===== src/rtl/imm_pkg.sv =====
// rtl/imm_pkg.sv - immediate format codes and XLEN legality helper
// Shared by the decoder and the pipelined wrapper.
package imm_pkg;

  localparam logic [2:0] IMM_I   = 3'b000;
  localparam logic [2:0] IMM_S   = 3'b001;
  localparam logic [2:0] IMM_B   = 3'b010;
  localparam logic [2:0] IMM_U   = 3'b011;
  localparam logic [2:0] IMM_J   = 3'b100;
  localparam logic [2:0] IMM_Z   = 3'b101;
  localparam logic [2:0] IMM_IU  = 3'b110;
  localparam logic [2:0] IMM_ILL = 3'b111;

  function automatic bit xlen_legal(input int xlen);
    return (xlen == 32) || (xlen == 64);
  endfunction

endpackage


===== src/rtl/imm_decode.sv =====
// rtl/imm_decode.sv - combinational RV immediate decoder
// Builds a 32-bit immediate, then sign- or zero-extends it to XLEN.
module imm_decode
  import imm_pkg::*;
#(
  parameter int XLEN = 32
) (
  input  logic [31:0]     instr,
  input  logic [2:0]      src,
  output logic [XLEN-1:0] imm,
  output logic            err
);

  logic [31:0] w_raw;
  logic        w_sext;

  always_comb begin
    w_raw  = '0;
    w_sext = 1'b1;
    err    = 1'b0;
    case (src)
      IMM_I:  w_raw = {{20{instr[31]}}, instr[31:20]};
      IMM_S:  w_raw = {{20{instr[31]}}, instr[31:25], instr[11:7]};
      IMM_B:  w_raw = {{20{instr[31]}}, instr[7], instr[30:25], instr[11:8], 1'b0};
      IMM_U:  w_raw = {instr[31:12], 12'b0};
      IMM_J:  w_raw = {{12{instr[31]}}, instr[19:12], instr[20], instr[30:21], 1'b0};
      IMM_Z: begin
        w_raw  = {27'b0, instr[19:15]};
        w_sext = 1'b0;
      end
      IMM_IU: begin
        w_raw  = {20'b0, instr[31:20]};
        w_sext = 1'b0;
      end
      default: begin
        w_raw  = '0;
        w_sext = 1'b0;
        err    = 1'b1;
      end
    endcase
    // Every signed format already carries bit 31 in w_raw[31], so one extension suffices.
    imm = w_sext ? XLEN'($signed(w_raw)) : XLEN'(w_raw);
  end

endmodule


===== src/rtl/imm_gen_pipe.sv =====
// rtl/imm_gen_pipe.sv - pipelined immediate generator with 2-entry skid buffer
// Decode on input, then OUT/SKID registers with valid/ready handshake and flush.
module imm_gen_pipe
  import imm_pkg::*;
#(
  parameter int XLEN  = 32,
  parameter int TAG_W = 8
) (
  input  logic             clk,
  input  logic             rst_n,
  input  logic             flush,
  input  logic             in_valid,
  output logic             in_ready,
  input  logic [31:0]      in_instr,
  input  logic [2:0]       in_src,
  input  logic [TAG_W-1:0] in_tag,
  output logic             out_valid,
  input  logic             out_ready,
  output logic [XLEN-1:0]  out_imm,
  output logic [TAG_W-1:0] out_tag,
  output logic             out_err
);

  if (!xlen_legal(XLEN)) begin : g_bad_xlen
    $fatal(1, "imm_gen_pipe: XLEN must be 32 or 64");
  end

  logic [XLEN-1:0]  w_dec_imm;
  logic             w_dec_err;

  imm_decode #(.XLEN(XLEN)) u_dec (
    .instr (in_instr),
    .src   (in_src),
    .imm   (w_dec_imm),
    .err   (w_dec_err)
  );

  logic             r_out_valid, r_skid_valid, r_in_ready;
  logic [XLEN-1:0]  r_out_imm, r_skid_imm;
  logic [TAG_W-1:0] r_out_tag, r_skid_tag;
  logic             r_out_err, r_skid_err;

  logic w_accept, w_out_free;
  logic w_out_valid_nxt, w_skid_valid_nxt;
  logic w_load_out_skid, w_load_out_in, w_load_skid;

  assign w_accept   = in_valid & r_in_ready & ~flush;
  assign w_out_free = ~r_out_valid | out_ready;

  always_comb begin
    w_out_valid_nxt  = r_out_valid;
    w_skid_valid_nxt = r_skid_valid;
    w_load_out_skid  = 1'b0;
    w_load_out_in    = 1'b0;
    w_load_skid      = 1'b0;
    if (flush) begin
      w_out_valid_nxt  = 1'b0;
      w_skid_valid_nxt = 1'b0;
    end else if (w_out_free) begin
      // With SKID full in_ready is low, so an accept cannot collide with the refill.
      if (r_skid_valid) begin
        w_load_out_skid  = 1'b1;
        w_out_valid_nxt  = 1'b1;
        w_skid_valid_nxt = 1'b0;
      end else if (w_accept) begin
        w_load_out_in   = 1'b1;
        w_out_valid_nxt = 1'b1;
      end else begin
        w_out_valid_nxt = 1'b0;
      end
    end else if (w_accept) begin
      w_load_skid      = 1'b1;
      w_skid_valid_nxt = 1'b1;
    end
  end

  always_ff @(posedge clk or negedge rst_n) begin
    if (!rst_n) begin
      r_out_valid  <= 1'b0;
      r_out_imm    <= '0;
      r_out_tag    <= '0;
      r_out_err    <= 1'b0;
      r_skid_valid <= 1'b0;
      r_skid_imm   <= '0;
      r_skid_tag   <= '0;
      r_skid_err   <= 1'b0;
      r_in_ready   <= 1'b0;
    end else begin
      r_out_valid  <= w_out_valid_nxt;
      r_skid_valid <= w_skid_valid_nxt;
      r_in_ready   <= ~w_skid_valid_nxt;
      if (w_load_out_skid) begin
        r_out_imm <= r_skid_imm;
        r_out_tag <= r_skid_tag;
        r_out_err <= r_skid_err;
      end else if (w_load_out_in) begin
        r_out_imm <= w_dec_imm;
        r_out_tag <= in_tag;
        r_out_err <= w_dec_err;
      end
      if (w_load_skid) begin
        r_skid_imm <= w_dec_imm;
        r_skid_tag <= in_tag;
        r_skid_err <= w_dec_err;
      end
    end
  end

  assign in_ready  = r_in_ready;
  assign out_valid = r_out_valid;
  assign out_imm   = r_out_imm;
  assign out_tag   = r_out_tag;
  assign out_err   = r_out_err;

endmodule


===== config.mk =====
export PLATFORM = sky130hd
export DESIGN_NAME = imm_gen_pipe
export DESIGN_NICKNAME = d
export VERILOG_FILES = /design/src/rtl/imm_pkg.sv /design/src/rtl/imm_decode.sv /design/src/rtl/imm_gen_pipe.sv
export SDC_FILE = /design/constraint.sdc
export NUM_CORES = 1
export LEC_CHECK = 0
export BUFFER_PORTS_ARGS = -buffer_cell sky130_fd_sc_hd__buf_2
export CORE_ASPECT_RATIO = 2
export CORE_MARGIN = 2
export CORE_UTILIZATION = 45
export CTS_CLUSTER_SIZE = 8
export DETAILED_ROUTE_END_ITERATION = 10
export PLACE_DENSITY = 0.68
export SETUP_SLACK_MARGIN = 0.1
export SLEW_MARGIN = 25
export SYNTH_ARGS = -nofsm -noshare
export SYNTH_HDL_FRONTEND = slang
export SYNTH_SLANG_ARGS = --single-unit

===== constraint.sdc =====
create_clock -name clk -period 2.09 [get_ports clk]
set_input_delay 0.627 -clock clk [delete_from_list [all_inputs] [get_ports clk]]
set_output_delay 0.627 -clock clk [all_outputs]
set_load 0.01 [all_outputs]

==> results.toml <==
[outcome]
status = "complete, no violations"

[critical_path]
critical_path_arrival_ps = 1950
crit_chain = "nor2b_4 > or3_4 > buf_12 > a221oi_1 > a21o_1"
rr_worst_depth = 5
startpoint = "out_valid"
r2r_slack_ps = 420
crit_required_ps = 2370
worstSetupStartpointType = "flip-flop"
crit_cells = 5
cp-endpoint = "out_err"
r2r-end = "out_err"
critPathSlowestCell = "or3_4"
r2r-start = "out_valid"
cp_slowest_stage_delay_ps = 470
crit_type = "reg -> reg"
endpoint_kind = "flip-flop"
cp_top_family = "simple AND/OR/NAND/NOR gates"
critPathMaxFanout = 20
cp_num_buf_inv = 1

[clock_tree]
cts_num_sinks = 85
ctsResizeCount = 0
cts_hold_buffers = 0
cts_tree = "yes"
htreeDepth = 3
clk_pin_slew_worst_paths_ps = 60
post_cts_buffers = 0
cts_root_buffer = "clkbuf_16"
cts_buffer_depth = 2
cts_buffers = 9
worstSkewPairLatency_ps = 340

[timing]
fin_ws_ps = 423
slew_headroom = 0.645
max_freq_ghz = 0.600
timing.hold.ws_ps = 178
tns_ps = 0
slew_violations = 0
min_period_ps = 1670
skew_ps = 4.14
rsz0062_at_grt = "no"
max_slew.worst_pin.slew_ps = 532
finalCritPeriodShare = 0.797
hold_viol = 0
setup_viol = 0

[cells_and_area]
drive_above_1_share = 0.252
antenna_cells = 0
area_growth_pct = 22.7
final_nets = 582
regArea_um2 = 2130
multiInputGateArea_um2 = 1770
fillCellCount = 834
fin_area_um2 = 5040

[pwr]
p_total_mw = 4.76
leakagePower_nw = 2.39
pwr-share-seq = 0.446
ir_worst_vdd_mv = 0.679
p_per_area_nw_per_um2 = 943
combPwrFrac = 0.184
swShare = 0.275
p_sw_mw = 1.31
pwr-share-clk = 0.370
p_int_mw = 3.45

[route]
avgRoutedWirePerCell_um = 17.0
drc_errors = 0
wirelength_um = 10900
dr.pass1.iters = 5
drt_iter0_markers = 271
final_antenna_net_count = 0
vias = 3615
vias_per_cell = 5.64

[flow_run]
maxCapViolations = 0

[floorplan]
num_rows = 49
die_area_um2 = 9970
core_region_area_um2 = 8950
die_h_um = 139
die_w_um = 71.6
start_util = 0.459
pin_count = 91

[synth]
ys_ff_latch = 85
synth_cell_types = 44
yosys-top-cells-count = "nand2_1, dfrtp_1, o21ai_0"
synth_largest_area_cell = "dfrtp_1"
yosysSeqAreaShare = 0.517
synth_top_area_share = 0.517
synthFlopType = "dfrtp_1"
syn_inst = 455
synth-edff-count = 0
synth-async-reset-ratio = 1.00
synth_area_leaders = "dfrtp_1, nand2_1, o21ai_0"
synth.avg_cell_area_um2 = 9.04
yosysMostFrequentCell = "nand2_1"
syn_nets = 503
ys.warnings.count = 0
syn_area_um2 = 4110

[placed_design]
place_area_um2 = 4710
gp_congestion = 0.816
port_buffers = 83
hpwl_um = 7930
pre_cts_ws_ps = 106

[grt]
gr-total-overflow = 0
track_usage = 0.229
grt_pass1_wl_um = 17900
grt_pass1_vias = 3673
grt_max_degree = 61
antenna_found_initial = 0

[worst_hold_path]
hold_path_class = "in -> async"
final cells by class:
type / instances / share of cell area
sequential: 85 / 0.422
multi-input combinational: 324 / 0.351
timing repair buffer: 106 / 0.129
clock buffer: 12 / 0.0508
tap: 102 / 0.0253
clock inverter: 4 / 0.0154
inverter: 8 / 0.00645
registers in the layout (all words and copies together) (netlist names):
register,flops
out_imm,32
r_skid_imm,32
out_tag,8
r_skid_tag,8
in_ready,1
out_err,1
out_valid,1
r_skid_err,1
r_skid_valid,1
power by group through the flow:
stage / combinational (mW) / sequential [mW] / clock, mW
4_1_cts: 0.890 / 2.12 / 1.80
3_5_place_dp: 0.886 / 2.15 / 0
6_report: 0.876 / 2.12 / 1.76
5_1_grt: 0.995 / 2.16 / 1.86
3_3_place_gp: 0.855 / 2.14 / 0
2_1_floorplan: 0.441 / 2.19 / 0
logic make-up after synthesis:
group	synth area share
compound gates	0.240
buf+inv	0.0538
flops	0.517
mux	0.0149
simple gates	0.174
how the worst min path moves through the flow:
stage,from,to,slack (ps),cells after the start
detailed placement,r_skid_imm[26],r_skid_imm[26],460,2
global placement,r_skid_imm[24],r_skid_imm[24],460,2
CTS,rst_n,out_tag[0],170,1
global route,rst_n,r_skid_tag[5],190,1
finish,rst_n,out_tag[0],180,1
floorplan,rst_n,in_ready,330,0
placed cells by master, fill, tap and decap left out, types with 4 or more instances in the layout:
cell type,count
a211oi_1,23
a21o_1,6
a21oi_1,44
a221oi_1,5
buf_12,5
buf_2,82
buf_4,19
clkbuf_16,9
dfrtp_1,85
inv_1,7
mux2i_1,5
nand2_1,91
nand3_1,5
nand3b_1,4
nor2_1,23
nor2b_1,4
nor3_1,14
o21ai_0,50
o21ai_1,7
o22a_1,7
o22ai_1,8
routing by layer:
| metal | GRT usage | vias up | share of wire | wire length (um) |
|---|---|---|---|---|
| met3 | 0.0436 | 42 | 0.036 | 393 |
| met4 | 0.145 | 0 | 0.055 | 602 |
| met1 | 0.261 | 1718 | 0.39 | 4210 |
| li1 | - | 1753 | - | - |
| met2 | 0.383 | 102 | 0.52 | 5660 |
| met5 | 0 | - | 0 | 0 |
per-stage QoR:
stage / util / cells
floorplan: - / 455
global placement: 0.526 / 625
detailed placement: 0.526 / 625
CTS: 0.564 / 641
global route: 0.564 / 641
finish: 0.564 / 641
Power figures use the tool's default switching activity.
